File: src/rtl/load_align_unit_pkg.sv
// -----------------------------------------------------------------------------
// types -- shared definitions for the load path.
//
// Contents:
//   rv32_memop  : memory operation encoding (load and store entries)
//   lau_state   : state encoding of the load_align_unit control FSM
//   memop_size  : access size in bytes of a load memop for a given bus width
// -----------------------------------------------------------------------------
package types;

    typedef enum logic [3:0] {
        MEMOP_BYTE   = 4'd0,
        MEMOP_HWORD  = 4'd1,
        MEMOP_WORD   = 4'd2,
        MEMOP_DWORD  = 4'd3,
        MEMOP_UBYTE  = 4'd4,
        MEMOP_UHWORD = 4'd5,
        MEMOP_UWORD  = 4'd6,
        MEMOP_SB     = 4'd7,
        MEMOP_SH     = 4'd8,
        MEMOP_SW     = 4'd9,
        MEMOP_SD     = 4'd10,
        MEMOP_NONE   = 4'd11
    } rv32_memop;

    typedef enum logic [2:0] {
        LAU_IDLE  = 3'd0,
        LAU_REQ0  = 3'd1,
        LAU_WAIT0 = 3'd2,
        LAU_REQ1  = 3'd3,
        LAU_WAIT1 = 3'd4,
        LAU_RESP  = 3'd5
    } lau_state;

    // dword only exists on a 64-bit bus, where it equals the bus width; on a
    // 32-bit bus it degrades to a full-width load like any unknown memop.
    function automatic logic [3:0] memop_size(rv32_memop op, logic [3:0] nbytes);
        case (op)
            MEMOP_BYTE,  MEMOP_UBYTE:  memop_size = 4'd1;
            MEMOP_HWORD, MEMOP_UHWORD: memop_size = 4'd2;
            MEMOP_WORD,  MEMOP_UWORD:  memop_size = 4'd4;
            default:                   memop_size = nbytes;
        endcase
    endfunction

endpackage

File: src/rtl/load_align_unit_extract.sv
// -----------------------------------------------------------------------------
// load_extract -- combinational byte extraction and sign/zero extension.
//
// Ports:
//   i_hi    [DATA_W-1:0] : upper bus word (only relevant for crossing accesses)
//   i_lo    [DATA_W-1:0] : lower bus word
//   i_off   [OFF_W-1:0]  : byte offset of the access within i_lo
//   i_memop rv32_memop   : load type selecting size and extension
//   o_data  [DATA_W-1:0] : extracted and extended result
// -----------------------------------------------------------------------------
module load_extract
    import types::*;
#(
    parameter int DATA_W = 32
) (
    input  logic [DATA_W-1:0]             i_hi,
    input  logic [DATA_W-1:0]             i_lo,
    input  logic [$clog2(DATA_W/8)-1:0]   i_off,
    input  rv32_memop                     i_memop,
    output logic [DATA_W-1:0]             o_data
);

    // Window of the concatenated pair starting at the addressed byte. Bytes
    // of i_hi only land in this window when the access runs past i_lo.
    logic [DATA_W-1:0] win;

    assign win = DATA_W'({i_hi, i_lo} >> {i_off, 3'b000});

    // Casting a signed slice up to DATA_W performs the sign extension.
    always_comb begin
        case (i_memop)
            MEMOP_BYTE:   o_data = DATA_W'($signed(win[7:0]));
            MEMOP_UBYTE:  o_data = DATA_W'(win[7:0]);
            MEMOP_HWORD:  o_data = DATA_W'($signed(win[15:0]));
            MEMOP_UHWORD: o_data = DATA_W'(win[15:0]);
            MEMOP_WORD:   o_data = DATA_W'($signed(win[31:0]));
            MEMOP_UWORD:  o_data = DATA_W'(win[31:0]);
            default:      o_data = win;
        endcase
    end

endmodule

File: src/rtl/load_align_unit.sv
// -----------------------------------------------------------------------------
// load_align_unit -- handshaked load alignment between the data-memory port
// and register write-back. One request in flight; a load that crosses a bus
// word is fetched as two aligned beats and merged.
//
// Configuration macro: MISALIGNED_SPLIT_EN
//   defined   : crossing loads complete in two beats, o_rsp_fault tied 0
//   undefined : crossing loads issue no beat and respond with o_rsp_fault=1,
//               data 0; o_rsp_split tied 0
//
// Ports:
//   i_clk, i_rst                     : clock, async active-high reset
//   i_req_valid/o_req_ready          : request handshake
//   i_req_addr, i_req_memop          : byte address and load type
//   o_mem_valid/i_mem_ready          : aligned read request handshake
//   o_mem_addr                       : aligned read address
//   i_mem_rvalid, i_mem_rdata        : read data return
//   o_rsp_valid/i_rsp_ready          : response handshake
//   o_rsp_data                       : extended load result
//   o_rsp_split, o_rsp_fault         : two-beat access / crossing rejected
// -----------------------------------------------------------------------------
module load_align_unit
    import types::*;
#(
    parameter int DATA_W = 32
) (
    input  logic              i_clk,
    input  logic              i_rst,
    input  logic              i_req_valid,
    output logic              o_req_ready,
    input  logic [31:0]       i_req_addr,
    input  rv32_memop         i_req_memop,
    output logic              o_mem_valid,
    input  logic              i_mem_ready,
    output logic [31:0]       o_mem_addr,
    input  logic              i_mem_rvalid,
    input  logic [DATA_W-1:0] i_mem_rdata,
    output logic              o_rsp_valid,
    input  logic              i_rsp_ready,
    output logic [DATA_W-1:0] o_rsp_data,
    output logic              o_rsp_split,
    output logic              o_rsp_fault
);

    localparam int BYTES = DATA_W / 8;
    localparam int OFF_W = $clog2(BYTES);

    lau_state          state_q, state_d;
    logic [31:0]       addr_q;
    rv32_memop         memop_q;
    logic              cross_q;
    logic [DATA_W-1:0] lo_q;
    logic [DATA_W-1:0] hi_w;
    logic [DATA_W-1:0] ext_data;
    logic [31:0]       aligned_addr;
    logic [3:0]        req_size;
    logic [4:0]        req_end;
    logic              req_cross;
    logic              accept;

    assign req_size     = memop_size(i_req_memop, 4'(BYTES));
    assign req_end      = 5'(i_req_addr[OFF_W-1:0]) + 5'(req_size);
    assign req_cross    = req_end > 5'(BYTES);
    assign accept       = o_req_ready & i_req_valid;
    assign aligned_addr = {addr_q[31:OFF_W], {OFF_W{1'b0}}};

    // NOTE: every output and state_d is given a default before the case so no
    // path leaves a variable unassigned and no latch is inferred.
    always_comb begin
        state_d     = state_q;
        o_req_ready = 1'b0;
        o_mem_valid = 1'b0;
        o_mem_addr  = '0;
        o_rsp_valid = 1'b0;
        case (state_q)
            LAU_IDLE: begin
                o_req_ready = ~i_rst;
                if (i_req_valid) begin
`ifdef MISALIGNED_SPLIT_EN
                    state_d = LAU_REQ0;
`else
                    state_d = req_cross ? LAU_RESP : LAU_REQ0;
`endif
                end
            end
            LAU_REQ0: begin
                o_mem_valid = 1'b1;
                o_mem_addr  = aligned_addr;
                if (i_mem_ready) state_d = LAU_WAIT0;
            end
            LAU_WAIT0: begin
`ifdef MISALIGNED_SPLIT_EN
                if (i_mem_rvalid) state_d = cross_q ? LAU_REQ1 : LAU_RESP;
`else
                if (i_mem_rvalid) state_d = LAU_RESP;
`endif
            end
`ifdef MISALIGNED_SPLIT_EN
            LAU_REQ1: begin
                o_mem_valid = 1'b1;
                o_mem_addr  = aligned_addr + 32'(BYTES);  // wraps mod 2^32
                if (i_mem_ready) state_d = LAU_WAIT1;
            end
            LAU_WAIT1: begin
                if (i_mem_rvalid) state_d = LAU_RESP;
            end
`endif
            LAU_RESP: begin
                o_rsp_valid = 1'b1;
                if (i_rsp_ready) state_d = LAU_IDLE;
            end
            default: state_d = LAU_IDLE;
        endcase
    end

    // NOTE: sequential state uses non-blocking assignments so every register
    // samples pre-edge values regardless of process ordering.
    always_ff @(posedge i_clk or posedge i_rst) begin
        if (i_rst) begin
            state_q <= LAU_IDLE;
            addr_q  <= '0;
            memop_q <= MEMOP_NONE;
            cross_q <= 1'b0;
        end else begin
            state_q <= state_d;
            if (accept) begin
                addr_q  <= i_req_addr;
                memop_q <= i_req_memop;
                cross_q <= req_cross;
            end
        end
    end

    // NOTE: the data words carry no reset; they are only observed in RESP,
    // which is always preceded by the capture that fills them.
    always_ff @(posedge i_clk) begin
        if (state_q == LAU_WAIT0 && i_mem_rvalid) lo_q <= i_mem_rdata;
    end

`ifdef MISALIGNED_SPLIT_EN
    logic [DATA_W-1:0] hi_q;

    always_ff @(posedge i_clk) begin
        if (state_q == LAU_WAIT1 && i_mem_rvalid) hi_q <= i_mem_rdata;
    end

    assign hi_w        = hi_q;
    assign o_rsp_fault = 1'b0;
    assign o_rsp_split = (state_q == LAU_RESP) & cross_q;
`else
    // Without splitting, any crossing access that reaches RESP is a fault.
    assign hi_w        = '0;
    assign o_rsp_fault = (state_q == LAU_RESP) & cross_q;
    assign o_rsp_split = 1'b0;
`endif

    load_extract #(
        .DATA_W (DATA_W)
    ) u_extract (
        .i_hi    (hi_w),
        .i_lo    (lo_q),
        .i_off   (addr_q[OFF_W-1:0]),
        .i_memop (memop_q),
        .o_data  (ext_data)
    );

    assign o_rsp_data = (o_rsp_valid && !o_rsp_fault) ? ext_data : '0;

endmodule
File: config.mk
export PLATFORM = sky130hd
export DESIGN_NAME = load_align_unit
export DESIGN_NICKNAME = d
export VERILOG_FILES = /design/src/rtl/load_align_unit_pkg.sv /design/src/rtl/load_align_unit_extract.sv /design/src/rtl/load_align_unit.sv
export SDC_FILE = /design/constraint.sdc
export NUM_CORES = 1
export LEC_CHECK = 0
export ABC_AREA = 1
export CAP_MARGIN = 40
export CORE_MARGIN = 3
export CORE_UTILIZATION = 40
export CTS_CLUSTER_SIZE = 14
export DETAILED_ROUTE_END_ITERATION = 8
export GPL_ROUTABILITY_DRIVEN = 0
export GPL_TIMING_DRIVEN = 0
export PLACE_DENSITY_LB_ADDON = 0.08
export SYNTH_ARGS = -nofsm -noshare
export SYNTH_HDL_FRONTEND = slang
export SYNTH_SLANG_ARGS = --single-unit
File: constraint.sdc
create_clock -name i_clk -period 4.9 [get_ports i_clk]
set_clock_uncertainty 0.05 [all_clocks]
set_input_delay 0.49 -clock i_clk [delete_from_list [all_inputs] [get_ports i_clk]]
set_output_delay 0.49 -clock i_clk [all_outputs]
set_load 0.005 [all_outputs]
==> results of run 1 <==
-- registers in the layout (all words and copies together) (netlist names) --
signal and count:
addr_q 32, cross_q 1, lo_q 32, memop_q 4, state_q 3
-- per-layer routing --
layer,share of wire (%),vias up,GRT usage [%],wire length [um]
li1,-,1785,-,-
met1,45,1607,26.4,4540
met2,46,144,30.4,4610
met3,8.7,11,6.58,880
met4,0.91,0,3.61,92
met5,0,-,0,0
-- cell usage after synthesis, drive strengths merged --
master,n
dfstp,3
nor2,62
nand3,25
o22ai,1
edfxtp,32
conb,1
nand2,132
o21ai,55
ha,2
dfrtp,37
clkinv,1
a21oi,16
clkbuf,6
buf,20
inv,66
fa,1
nand3b,1
nor3,1
a31oi,7
-- how the worst max path moves through the flow --
stage / startpoint / end / slack, ns / cells after the start
2_1_floorplan: state_q[0] / lo_q[0] / 2.42 / 3
3_3_place_gp: i_mem_rvalid / lo_q[27] / 1.34 / 3
3_5_place_dp: memop_q[3] / o_rsp_data[13] / 2.33 / 8
4_1_cts: memop_q[3] / o_rsp_data[13] / 1.95 / 8
5_1_grt: memop_q[3] / o_rsp_data[13] / 1.77 / 8
6_report: memop_q[3] / o_rsp_data[13] / 1.95 / 8
-- layout make-up --
cell class                      instances  share of cell area [%]
Multi-Input combinational cell        306                    25.5
Sequential cell                        72                    35.0
Tap cell                              129                    2.87
Inverter                               67                    4.65
Buffer                                 26                    3.32
Clock inverter                          6                   0.779
Clock buffer                           10                    2.27
Timing Repair Buffer                  141                    25.6
-- power by group through the flow --
stage          registers, mW  logic [mW]  clock network, mW
2_1_floorplan          0.889       0.823                  0
3_3_place_gp           0.904        1.28                  0
3_5_place_dp           0.906        1.31                  0
4_1_cts                0.896        1.32              0.433
5_1_grt                0.914        1.49              0.460
6_report               0.894        1.32              0.421
-- cells by family after synthesis --
kind of cell               count (synthesis)  share of synthesized area [%]
and+or+nand+nor                          221                           25.2
buffers and inverters                     93                           11.7
AOI/OAI and AO/OA                         79                           10.6
DFF                                       72                           51.3
adders and majority gates                  3                           1.17
other                                      1                         0.0978
-- worst max-delay path: cells and delay by family (launching register included) --
kind / cells / cell delay, ns
AND/OR/NAND/NOR: 3 / 0.47
buffers and inverters: 4 / 0.85
flip-flops: 1 / 0.53
AO/OA/AOI/OAI: 1 / 0.21
==> impl_results.md, run 1 <==
- Yosys top cell by area: edfxtp_1
- RSZ-0062 raised after global routing: no
- Initial core utilization: 41.3%
- Total die area: 0.0108 mm2
- Clk sink count: 72
- Worst hold slack: 0.437 ns
- CP arrival: 2.41 ns
- Minimum clock period: 2.95 ns
- Fin. max-slew vios: 0
- CTS tree: built
- Total power: 2.63 mW
- Reg power frac: 34.0%
- Mean Syn Cell Area: 8.17 um2
- Filler cells: 867
- Hold path endpoint: memop_q[3]
- Total GRT Usage: 19.4%
- Layout net count: 700
- Post-detail-place hpwl: 7.85 mm
- Yosys top cell area share: 25.1%
- Most frequent cells in the layout: clkdlybuf4s50_1 (139), nand2_1 (128), inv_1 (61)
- Global route overflow: 0
- Hold Startpoint: memop_q[3]
- CTS max path bufs: 2
- Sw Pwr: 1.05 mW
- R2R setup slack: 3.32 ns
- CTS clk-pin slew, worst paths: 0.07 ns
- Pre-CTS WS: 2.33 ns
- Pwr Density: 469 mW/mm2
- Pre-antenna DRT Iters: 5
- Clock latency on the worst-skew pair: 0.34 ns
- Hold_buf cts: 0
- Syn Std Cell Area: 0.00383 mm2
- Die Y-Extent: 104 um
- N_diodes: 0
- Critical Path RT: 4.36 ns
- Total negative slack: 0 ns
- Total core area: 0.00928 mm2
- Reg2reg end: lo_q[15]
- Fraction of layout cells with a size suffix above 1: 10.8%
- Register area: 0.00197 mm2
- Setup Viol. Count Final: 0
- Worst Path Max Fanout: 10
- Vias per cell: 4.69
- Reg2Reg Launch Point: state_q[0]
- Vias: 3547
- Dpl cells: 741
- Worst r2r path cells: 4
- #FFs+latches synth: 72
- Final period utilization: 60.2%
- Status: complete, no violations
- Area contributors post-synth: edfxtp_1 (25%), dfrtp_1 (24%), nand2_1 (13%)
- Area added between synthesis and finish: 46.6%
- Crit path launch type: register
- Slowest CP cell: dfstp_2
- Worst Hold Depth: 2
- Crit end category: output pin
- Drt wl/cell: 13.4 um
- Crit-path max cell delay: 0.53 ns
- Final Non-Filler Cells: 757
- Crit-path cells: inv_1 -> nand2_2 -> inv_1 -> buf_2 -> nand2_1 -> nand3_1 -> a21oi_1 -> clkdlybuf4s50_1
- H-tree Lvls: 3
- Final WS setup: 1.95 ns
- DRC violations left: 0
- Vias in the first global route: 3467
- Post_cts resized: 0
- Drt initial violations: 124
- Register area share after synthesis: 51.3%
- Sw Ratio: 39.9%
- Leakage Power: 2.45 nW
- Clock Power Share: 16.0%
- Setup bufs post-CTS: 0
- Combinational power share: 50.1%
- FMAX: 339 MHz
- Drt total wl: 10.1 mm
- Cell variety after synth: 31
- First-pass GRT wire length: 17.1 mm
- Total CTS buffers: 9
- Cell-internal power: 1.58 mW
- Multi-input gate area: 0.00144 mm2
- Max Cap Viol: 0
- Area after DPL: 0.00545 mm2
- Rows: 35
- Final core utilization: 60.5%
- Critical Setup Path Class: register to output pin
- Largest net degree at the start of global routing: 28
- Min-Delay Path Class: register to register
- Synthesized instance count: 469
- Finished Cell Area: 0.00562 mm2
- Io pins: 143
- Cell mode on critical path: inv_1
- PortBufs: 139
- Yosys warns: 0
- Final hold violations: 0
- Die width: 104 um
- Detail Route Antenna Nets: 0
- Initial antenna violation count: 0
- CTS Root Cell: clkbuf_8
- Max IR drop VDD: 0.237 mV
- Commonest non-fill, non-tap cell in the layout: clkdlybuf4s50_1
Power figures use the tool's default switching activity.
==> inputs of run 2 (changes only) <==
Clock period 4.9 ns to 3.08 ns, I/O delays scaled along.
==> results of run 2 <==
The final DEF is identical to that of run 1. Status: complete, no violations.
Among the figures that moved: setup slack after placement 2.33 ns -> 0.693 ns; clock-pin slew on the worst setup and hold paths 0.07 ns -> 0.09 ns; setup slack after layout 1.95 ns -> 0.313 ns; hold slack 0.437 ns -> 0.350 ns; register-to-register setup slack 3.32 ns -> 1.50 ns; total power 2.63 mW -> 4.19 mW; worst IR drop on VDD 0.237 mV -> 0.377 mV
